`config.mk`:
```
export PLATFORM = sky130hd
export DESIGN_NAME = timer_unit_flat
export DESIGN_NICKNAME = d
export VERILOG_FILES = /design/src/rtl/timer_unit_if.sv /design/src/rtl/timer_unit.sv /design/src/flat_wrapper.sv
export SDC_FILE = /design/constraint.sdc
export NUM_CORES = 1
export LEC_CHECK = 0
export BUFFER_PORTS_ARGS = -buffer_cell sky130_fd_sc_hd__buf_2
export CORE_MARGIN = 3
export CORE_UTILIZATION = 50
export CTS_CLUSTER_SIZE = 25
export DETAILED_ROUTE_END_ITERATION = 10
export PLACE_DENSITY = 0.75
export SYNTH_ARGS = -nofsm -noshare
export SYNTH_HDL_FRONTEND = slang
export SYNTH_SLANG_ARGS = --single-unit
```
`constraint.sdc`:
```
create_clock -name clk -period 4.95 [get_ports clk]
set_input_delay 0.2475 -clock clk [delete_from_list [all_inputs] [get_ports clk]]
set_output_delay 0.2475 -clock clk [all_outputs]
set_load 0.05 [all_outputs]
```
`src/rtl/timer_unit_if.sv`:
```
// Control/status bundle for timer_unit: host-side controls in, counter state and strobes out.
interface timer_unit_if #(
  parameter int unsigned COUNTER_SIZE = 32,
  parameter int unsigned PRESC_SIZE   = 8
);
  logic                    enable;
  logic                    start;
  logic                    stop;
  logic                    dir;
  logic                    period_mode;
  logic                    one_shot;
  logic                    load;
  logic [COUNTER_SIZE-1:0] load_value;
  logic [COUNTER_SIZE-1:0] period;
  logic [COUNTER_SIZE-1:0] match_value;
  logic [PRESC_SIZE-1:0]   prescale;

  logic [COUNTER_SIZE-1:0] count;
  logic                    running;
  logic                    match_pulse;
  logic                    overflow;
  logic                    pwm_out;

  modport master (
    output enable, start, stop, dir, period_mode, one_shot, load,
    output load_value, period, match_value, prescale,
    input  count, running, match_pulse, overflow, pwm_out
  );

  modport slave (
    input  enable, start, stop, dir, period_mode, one_shot, load,
    input  load_value, period, match_value, prescale,
    output count, running, match_pulse, overflow, pwm_out
  );
endinterface

```
`src/rtl/timer_unit.sv`:
```
// Prescaled up/down timer with period/one-shot modes, compare strobe and wrap strobe.
// Optional PWM output is built only when TIMER_UNIT_PWM_EN is defined.
module timer_unit #(
  parameter int unsigned COUNTER_SIZE = 32,
  parameter int unsigned PRESC_SIZE   = 8
) (
  input  logic         clk,
  input  logic         reset_n,
  timer_unit_if.slave  bus
);

  localparam logic [COUNTER_SIZE-1:0] ALL_ONES = '1;

  typedef enum logic [1:0] {
    ST_IDLE = 2'd0,
    ST_RUN  = 2'd1,
    ST_DONE = 2'd2
  } state_e;

  state_e                  state_q, state_d;
  logic [PRESC_SIZE-1:0]   p_q, p_d;
  logic [COUNTER_SIZE-1:0] count_q, count_d;
  logic                    overflow_q, overflow_d;
  logic                    match_q, match_d;

  logic [COUNTER_SIZE-1:0] top;
  logic [COUNTER_SIZE-1:0] step_val;
  logic                    is_run;
  logic                    tick;
  logic                    wrap_cond;
  logic                    wrap;

  always_ff @(posedge clk or negedge reset_n) begin
    if (!reset_n) begin
      state_q    <= ST_IDLE;
      p_q        <= '0;
      count_q    <= '0;
      overflow_q <= 1'b0;
      match_q    <= 1'b0;
    end else begin
      state_q    <= state_d;
      p_q        <= p_d;
      count_q    <= count_d;
      overflow_q <= overflow_d;
      match_q    <= match_d;
    end
  end

  always_comb begin
    state_d    = state_q;
    p_d        = p_q;
    count_d    = count_q;
    overflow_d = 1'b0;
    match_d    = 1'b0;

    top    = bus.period_mode ? bus.period : ALL_ONES;
    is_run = (state_q == ST_RUN);
    tick   = bus.enable & is_run & (p_q == bus.prescale);

    // Up mode also wraps on natural carry-out when count sits above top.
    if (bus.dir) begin
      wrap_cond = (count_q == '0);
      step_val  = wrap_cond ? top : count_q - COUNTER_SIZE'(1);
    end else begin
      wrap_cond = (count_q == top) | (count_q == ALL_ONES);
      step_val  = (count_q == top) ? '0 : count_q + COUNTER_SIZE'(1);
    end
    wrap = tick & ~bus.load & wrap_cond;

    if (bus.load) begin
      count_d = bus.load_value;
    end else if (tick && !(wrap && bus.one_shot)) begin
      count_d = step_val;
    end

    // Prescaler freezes with enable low, clears whenever the counter is not allowed to run.
    if (bus.load) begin
      p_d = '0;
    end else if (!bus.enable) begin
      p_d = p_q;
    end else if (!is_run || tick) begin
      p_d = '0;
    end else begin
      p_d = p_q + PRESC_SIZE'(1);
    end

    if (bus.stop) begin
      state_d = ST_IDLE;
    end else if (bus.start && !is_run) begin
      state_d = ST_RUN;
    end else if (wrap && bus.one_shot) begin
      state_d = ST_DONE;
    end

    overflow_d = wrap;
    // A one-shot hold is not a fresh arrival at the compare value.
    match_d    = tick & ~bus.load & ~(wrap & bus.one_shot) &
                 (count_d == bus.match_value);
  end

  assign bus.count       = count_q;
  assign bus.running     = (state_q == ST_RUN);
  assign bus.match_pulse = match_q;
  assign bus.overflow    = overflow_q;

`ifdef TIMER_UNIT_PWM_EN
  logic pwm_q, pwm_d;

  // Evaluated on next-state values so pwm_out lines up with the count it describes.
  always_comb begin
    pwm_d = (state_d == ST_RUN) &
            (bus.dir ? (count_d > bus.match_value) : (count_d < bus.match_value));
  end

  always_ff @(posedge clk or negedge reset_n) begin
    if (!reset_n) begin
      pwm_q <= 1'b0;
    end else begin
      pwm_q <= pwm_d;
    end
  end

  assign bus.pwm_out = pwm_q;
`else
  assign bus.pwm_out = 1'b0;
`endif

endmodule
```
`src/flat_wrapper.sv`:
```
// flat-port wrapper written by rule: the top's interface ports become plain ports
module timer_unit_flat 
#(
  parameter int unsigned COUNTER_SIZE = 32,
  parameter int unsigned PRESC_SIZE   = 8
)
  (clk, reset_n, bus_enable, bus_start, bus_stop, bus_dir, bus_period_mode, bus_one_shot, bus_load, bus_load_value, bus_period, bus_match_value, bus_prescale, bus_count, bus_running, bus_match_pulse, bus_overflow, bus_pwm_out);
  timer_unit_if #(.COUNTER_SIZE(COUNTER_SIZE), .PRESC_SIZE(PRESC_SIZE)) bus_i ();
  input  logic clk;
  input  logic reset_n;
  input wire logic [$bits(bus_i.enable)-1:0] bus_enable;
  input wire logic [$bits(bus_i.start)-1:0] bus_start;
  input wire logic [$bits(bus_i.stop)-1:0] bus_stop;
  input wire logic [$bits(bus_i.dir)-1:0] bus_dir;
  input wire logic [$bits(bus_i.period_mode)-1:0] bus_period_mode;
  input wire logic [$bits(bus_i.one_shot)-1:0] bus_one_shot;
  input wire logic [$bits(bus_i.load)-1:0] bus_load;
  input wire logic [$bits(bus_i.load_value)-1:0] bus_load_value;
  input wire logic [$bits(bus_i.period)-1:0] bus_period;
  input wire logic [$bits(bus_i.match_value)-1:0] bus_match_value;
  input wire logic [$bits(bus_i.prescale)-1:0] bus_prescale;
  output wire logic [$bits(bus_i.count)-1:0] bus_count;
  output wire logic [$bits(bus_i.running)-1:0] bus_running;
  output wire logic [$bits(bus_i.match_pulse)-1:0] bus_match_pulse;
  output wire logic [$bits(bus_i.overflow)-1:0] bus_overflow;
  output wire logic [$bits(bus_i.pwm_out)-1:0] bus_pwm_out;
  assign bus_i.enable = bus_enable;
  assign bus_i.start = bus_start;
  assign bus_i.stop = bus_stop;
  assign bus_i.dir = bus_dir;
  assign bus_i.period_mode = bus_period_mode;
  assign bus_i.one_shot = bus_one_shot;
  assign bus_i.load = bus_load;
  assign bus_i.load_value = bus_load_value;
  assign bus_i.period = bus_period;
  assign bus_i.match_value = bus_match_value;
  assign bus_i.prescale = bus_prescale;
  assign bus_count = bus_i.count;
  assign bus_running = bus_i.running;
  assign bus_match_pulse = bus_i.match_pulse;
  assign bus_overflow = bus_i.overflow;
  assign bus_pwm_out = bus_i.pwm_out;
  timer_unit #(.COUNTER_SIZE(COUNTER_SIZE), .PRESC_SIZE(PRESC_SIZE)) u_core (.clk(clk), .reset_n(reset_n), .bus(bus_i));
endmodule
```
==> results.yml, run 1 <==
grt:
  grt_pass1_vias: 6754
  grt-ovfl-total: 0
  grt_max_degree: 45
  grt_first_pass_wirelength_um: 37600
  grt_use_total_pct: 36.1
  antenna_found_initial: 0
final_layout:
  final_common_cell: "buf_2"
  diodes: 0
  final_util_pct: 60.4
  layoutNonFillerInstCount: 1089
  area_delta_synth_final_pct: 15.5
  mostFrequentLayoutCells: "buf_2, nand2_1, nor2_1"
  nNetsFinal: 1062
  fill_cells: 1144
  drive_gt1_share_pct: 23.9
  final_cell_area_um2: 7070
route:
  routed_via_density: 6.82
  dr.pass1.iters: 7
  drt_iter0_markers: 1113
  wl_per_cell_um: 23.0
  postRouteWirelength_um: 25100
  vias: 7422
  drc: 0
  ant_nets: 0
synth:
  syn_area_per_cell_um2: 7.40
  syn_nets: 945
  yosys_warnings: 0
  async_reset_ff_share_pct: 100
  ys_seq_elements: 44
  synth-main-ff-cell: "dfrtp_1"
  synth_cell_types: 91
  syn_inst: 828
  syn_area_um2: 6120
  synth_edf_count: 0
  yosysSeqAreaShare_pct: 18.0
pwr:
  power.switching_uw: 610
  cellPowerDensity_nw_per_um2: 196
  internal_power_uw: 773
  seq_power_share_pct: 33.8
  peakVddDrop_mv: 0.175
  p_leak_nw: 2.81
  p_clk_share_pct: 25.7
  p_sw_share_pct: 44.1
  combPwrFrac_pct: 40.4
clock_network:
  post_cts_resize_count: 0
  cts_num_sinks: 44
  cts_buffers: 5
  clk_pin_slew_ps: 70
  cts_hold_buf: 0
  htreeDepth: 2
  cts_buffer_depth: 2
  clock_latency_ps: 300
  post_cts_buffers: 0
  clk_root_buffer_cell: "clkbuf_16"
  cts_tree: "done"
run_status:
  run_status: "finished clean"
die:
  die_h_um: 117
  die-area_um2: 13600
  die_x_um: 117
  num_io_pins: 149
  coreArea_um2: 11700
  rows: 39
  start_util_pct: 52.3
worst_setup_path:
  critPathMaxFanout: 14
  crit_top_cell: "nor2_1"
  cp.arrival_ps: 4820
  slowest_delay_ps: 660
  end_kind: "flip-flop"
  cp_cell_sequence: "nor2_1 > and4_1 > o32ai_1 > or4_1 > o31a_1 > nor2_1 > buf_4 > o21a_1 > o41a_1 > a2111oi_0 > nand4_1 > nor4_2"
  critical_path_class: "flip-flop to flip-flop"
  worstPathRequired_ps: 5140
  start_kind: "flip-flop"
  slowest_stage: "o31a_1"
sta:
  period_minus_slack_ps: 4630
  rsz0062_at_grt: "false"
  fmax_ghz: 0.216
  tightestPinTransition_ps: 864
  setup-violations-final: 0
  tns_ps: 0
  slew_viol_final: 0
  skew_ps: 15.8
  hold_viol_final: 0
  slew_headroom_pct: 42.4
  fin_crit_sh_pct: 93.5
run:
  cap_violations: 0
place:
  hpwl_um: 19500
  place_area_um2: 6920
  place.gp.congestion: 1.05
  portBuffers: 147
  placedCellCount: 1081
worst_hold_path:
  hp-class: "input port to asynchronous set/reset pin"
[final timing paths]
kind	from	to	slack, ps	cells after the start
max	u_core.bus.count[28]	u_core.bus.match_pulse	320	12
min	reset_n	u_core.bus.count[27]	20	2
max reg2reg	u_core.bus.count[28]	u_core.bus.match_pulse	320	12
min reg2reg	u_core.state_q[0]	u_core.state_q[0]	550	2
max in group asynchronous	reset_n	u_core.bus.count[7]	4510	2
min in group clk	bus_stop	u_core.state_q[0]	100	2
[metrics by stage]
step	hold slack [ps]	power, mW	worst slack [ps]
after floorplan	-48.1	0.809	906
after global placement	360	1.01	511
after detailed placement	368	1.01	426
after CTS	54.3	1.36	420
after global routing	77.5	1.43	198
final	22.9	1.38	322
[cells in the mapped netlist (10+ instances only)]
cell       n  area, um2
nand2_1   94        353
nor2_1    51        191
xnor2_1   47        412
dfrtp_1   44       1100
a21oi_1   43        215
xor2_1    40        350
o21ai_0   38        190
nand3_1   36        180
nor3_1    35        175
clkbuf_1  34        128
inv_1     26       97.6
buf_2     24        120
nor4_1    23        144
nand4_1   14       87.6
and4_1    12        105
o31ai_1   12       90.1
or3_1     12       75.1
o311ai_0  11       96.3
and2_1    10       62.6
o22ai_1   10       62.6
or4_1     10       75.1
[cells by family after synthesis]
logic type,after synthesis,synth area share (%)
adders and majority gates,4,0.817
buffers and inverters,100,7.97
DFF,44,18.0
AOI/OAI and AO/OA,237,28.8
muxes,3,0.552
other,1,0.0612
xor gates and xnor gates,87,12.4
and+or+nand+nor,352,31.4
[registers in the layout, indices dropped and copies added (netlist names)]
register / flops
u_core.bus.count: 32
u_core.p_q: 8
u_core.state_q: 2
u_core.bus.match_pulse: 1
u_core.bus.overflow: 1
[routing by layer]
| layer | GRT usage, % | share of wire (%) |
|---|---|---|
| met5 | 0 | 0 |
| met4 | 12.2 | 3.7 |
| met3 | 8.81 | 14 |
| met2 | 52.5 | 41 |
| met1 | 52.1 | 41 |
[power groups by stage]
stage          clock (mW)  combinational [mW]  sequential [mW]
6_report            0.356               0.559            0.468
5_1_grt             0.365               0.596            0.470
2_1_floorplan           0               0.314            0.495
4_1_cts             0.354               0.547            0.462
3_5_place_dp            0               0.544            0.469
3_3_place_gp            0               0.542            0.469
[final cells by class]
class                      count  area [um2]  area share [%]
clock buffer                   5         125            1.77
timing repair buffer         183        1010            14.2
tap                          143         179            2.53
multi-input combinational    684        4540            64.1
inverter                      27         101            1.43
clock inverter                 3        25.0           0.354
sequential                    44        1100            15.6
[critical path: cells and delay by family, from the launching register on]
kind,cells,cell delay (ps)
AOI/OAI and AO/OA,5,2160
buffers and inverters,1,240
and+or+nand+nor,6,1500
DFF,1,610
(Power assumes the default switching activity.)
==> run 2, diff against run 1 <==
--- a/config.mk
+++ b/config.mk
@@ -5,12 +5,13 @@
 export SDC_FILE = /design/constraint.sdc
 export NUM_CORES = 1
 export LEC_CHECK = 0
+export ABC_CLOCK_PERIOD_IN_PS = 4950
 export BUFFER_PORTS_ARGS = -buffer_cell sky130_fd_sc_hd__buf_2
 export CORE_MARGIN = 3
-export CORE_UTILIZATION = 50
+export CORE_UTILIZATION = 56
 export CTS_CLUSTER_SIZE = 25
 export DETAILED_ROUTE_END_ITERATION = 10
-export PLACE_DENSITY = 0.75
+export PLACE_DENSITY = 0.83
 export SYNTH_ARGS = -nofsm -noshare
 export SYNTH_HDL_FRONTEND = slang
 export SYNTH_SLANG_ARGS = --single-unit
==> results.yml, run 2 (synthesis gave the netlist of run 1 again) <==
clock_network:
  htreeDepth: 2
  cts_hold_buf: 0
  post_cts_resize_count: 0
  cts_buffer_depth: 2
  clk_root_buffer_cell: "clkbuf_8"
  clock_latency_ps: 330
  clk_pin_slew_ps: 110
  cts_num_sinks: 44
  post_cts_buffers: 0
  cts_tree: "done"
  cts_buffers: 5
pwr:
  p_clk_share_pct: 23.4
  p_total_mw: 1.34
  p_sw_share_pct: 45.7
  peakVddDrop_mv: 0.182
  cellPowerDensity_nw_per_um2: 192
  internal_power_uw: 730
  seq_power_share_pct: 35.7
  combPwrFrac_pct: 40.9
  power.switching_uw: 615
  p_leak_nw: 2.77
route:
  wl_per_cell_um: 23.7
  dr.pass1.iters: 6
  postRouteWirelength_um: 25600
  ant_nets: 0
  vias: 7503
  drt_iter0_markers: 1289
  drc: 0
  routed_via_density: 6.97
sta:
  fin_crit_sh_pct: 96.0
  period_minus_slack_ps: 4750
  slew_viol_final: 0
  slew_headroom_pct: 38.4
  hold_viol_final: 0
  rsz0062_at_grt: "false"
  setup-violations-final: 0
  tightestPinTransition_ps: 912
  skew_ps: 24.7
  tns_ps: 0
  fmax_ghz: 0.211
run_status:
  run_status: "finished clean"
worst_setup_path:
  cp_cell_sequence: "ha_1 > nand2_1 > or4_1 > nor4_1 > nor3_1 > o31ai_4 > and2_1 > a311oi_1 > o31ai_1 > xor2_1 > or4_1 > nor4_2"
  end_kind: "flip-flop"
  cp.arrival_ps: 4980
  start_kind: "flip-flop"
  path_delay_family: "simple AND/OR/NAND/NOR gates"
  critical_path_class: "flip-flop to flip-flop"
  slowest_delay_ps: 710
  crit_top_cell: "or4_1"
  cp_num_buf_inv: 0
  slowest_stage: "nor4_1"
  critPathMaxFanout: 11
  worstPathRequired_ps: 5180
final_layout:
  fill_cells: 977
  mostFrequentLayoutCells: "buf_2, nand2_1, nor2_1"
  multi_input_area_um2: 4540
  diodes: 0
  area_delta_synth_final_pct: 14.4
  largest_reg_flops: 32
  layoutNonFillerInstCount: 1077
  final_common_cell: "buf_2"
  nNetsFinal: 1057
  drive_gt1_share_pct: 23.5
  seq_area_um2: 1100
place:
  hpwl_um: 19600
  place.gp.congestion: 1.05
  portBuffers: 147
  placedCellCount: 1069
grt:
  antenna_found_initial: 0
  grt-ovfl-total: 0
  grt_pass1_vias: 6771
  grt_first_pass_wirelength_um: 38600
  grt_max_degree: 62
  grt_use_total_pct: 39.5
worst_hold_path:
  hp-class: "input port to asynchronous set/reset pin"
die:
  rows: 37
  die_h_um: 111
  start_util_pct: 58.5
  die_x_um: 111
  num_io_pins: 149
  die-area_um2: 12200
  coreArea_um2: 10500
run:
  cap_violations: 0
## run 2: cell types whose count changed in the layout (fill, tap and decap cells not counted), sizes merged
| cell | change |
|---|---|
| buf | -5 |
| bufinv | +1 |
| inv | -1 |
## run 2: routing by layer
layer / routed length [um] / part of all wire [%] / track usage [%] / vias up
met5: 0 / 0 / 0 / -
met4: 642 / 2.5 / 9.20 / 0
met3: 3860 / 15 / 11.5 / 72
met2: 10900 / 43 / 58.7 / 616
met1: 10100 / 40 / 56.3 / 3465
li1: - / - / - / 3350
## run 2: layout make-up
type / instances / share of cell area [%]
sequential: 44 / 15.7
clock buffer: 5 / 0.982
multi-input combinational: 684 / 64.8
inverter: 27 / 1.45
tap: 136 / 2.43
timing repair buffer: 178 / 14.0
clock inverter: 3 / 0.661
## run 2: power groups by stage
stage / combinational [mW] / sequential (mW) / clock (mW)
2_1_floorplan: 0.314 / 0.495 / 0
3_3_place_gp: 0.530 / 0.479 / 0
3_5_place_dp: 0.532 / 0.480 / 0
4_1_cts: 0.534 / 0.472 / 0.307
5_1_grt: 0.582 / 0.482 / 0.325
6_report: 0.549 / 0.480 / 0.315
## run 2: metrics by stage
step / util, % / setup WS, ps / hold slack, ps / area [um2]
final: 66.9 / 200 / 3.08 / 7000
after floorplan: - / 906 / -48.1 / 6120
after global placement: 65.8 / 466 / 357 / 6890
after CTS: 66.9 / 350 / 30.0 / 7000
after global routing: 66.9 / 37.2 / 57.6 / 7000
after detailed placement: 65.8 / 417 / 369 / 6890
## run 2: path summary, 6_finish.rpt
check                                     from                     end  slack, ps  cells past startpoint
max                        u_core.bus.count[1]  u_core.bus.match_pulse        200                     12
min                                    reset_n    u_core.bus.count[21]          3                      2
max reg2reg                u_core.bus.count[1]  u_core.bus.match_pulse        200                     12
min reg2reg                  u_core.state_q[0]       u_core.state_q[0]        540                      2
max in group asynchronous              reset_n           u_core.p_q[5]       4540                      2
min in group clk                      bus_stop       u_core.state_q[1]         70                      2
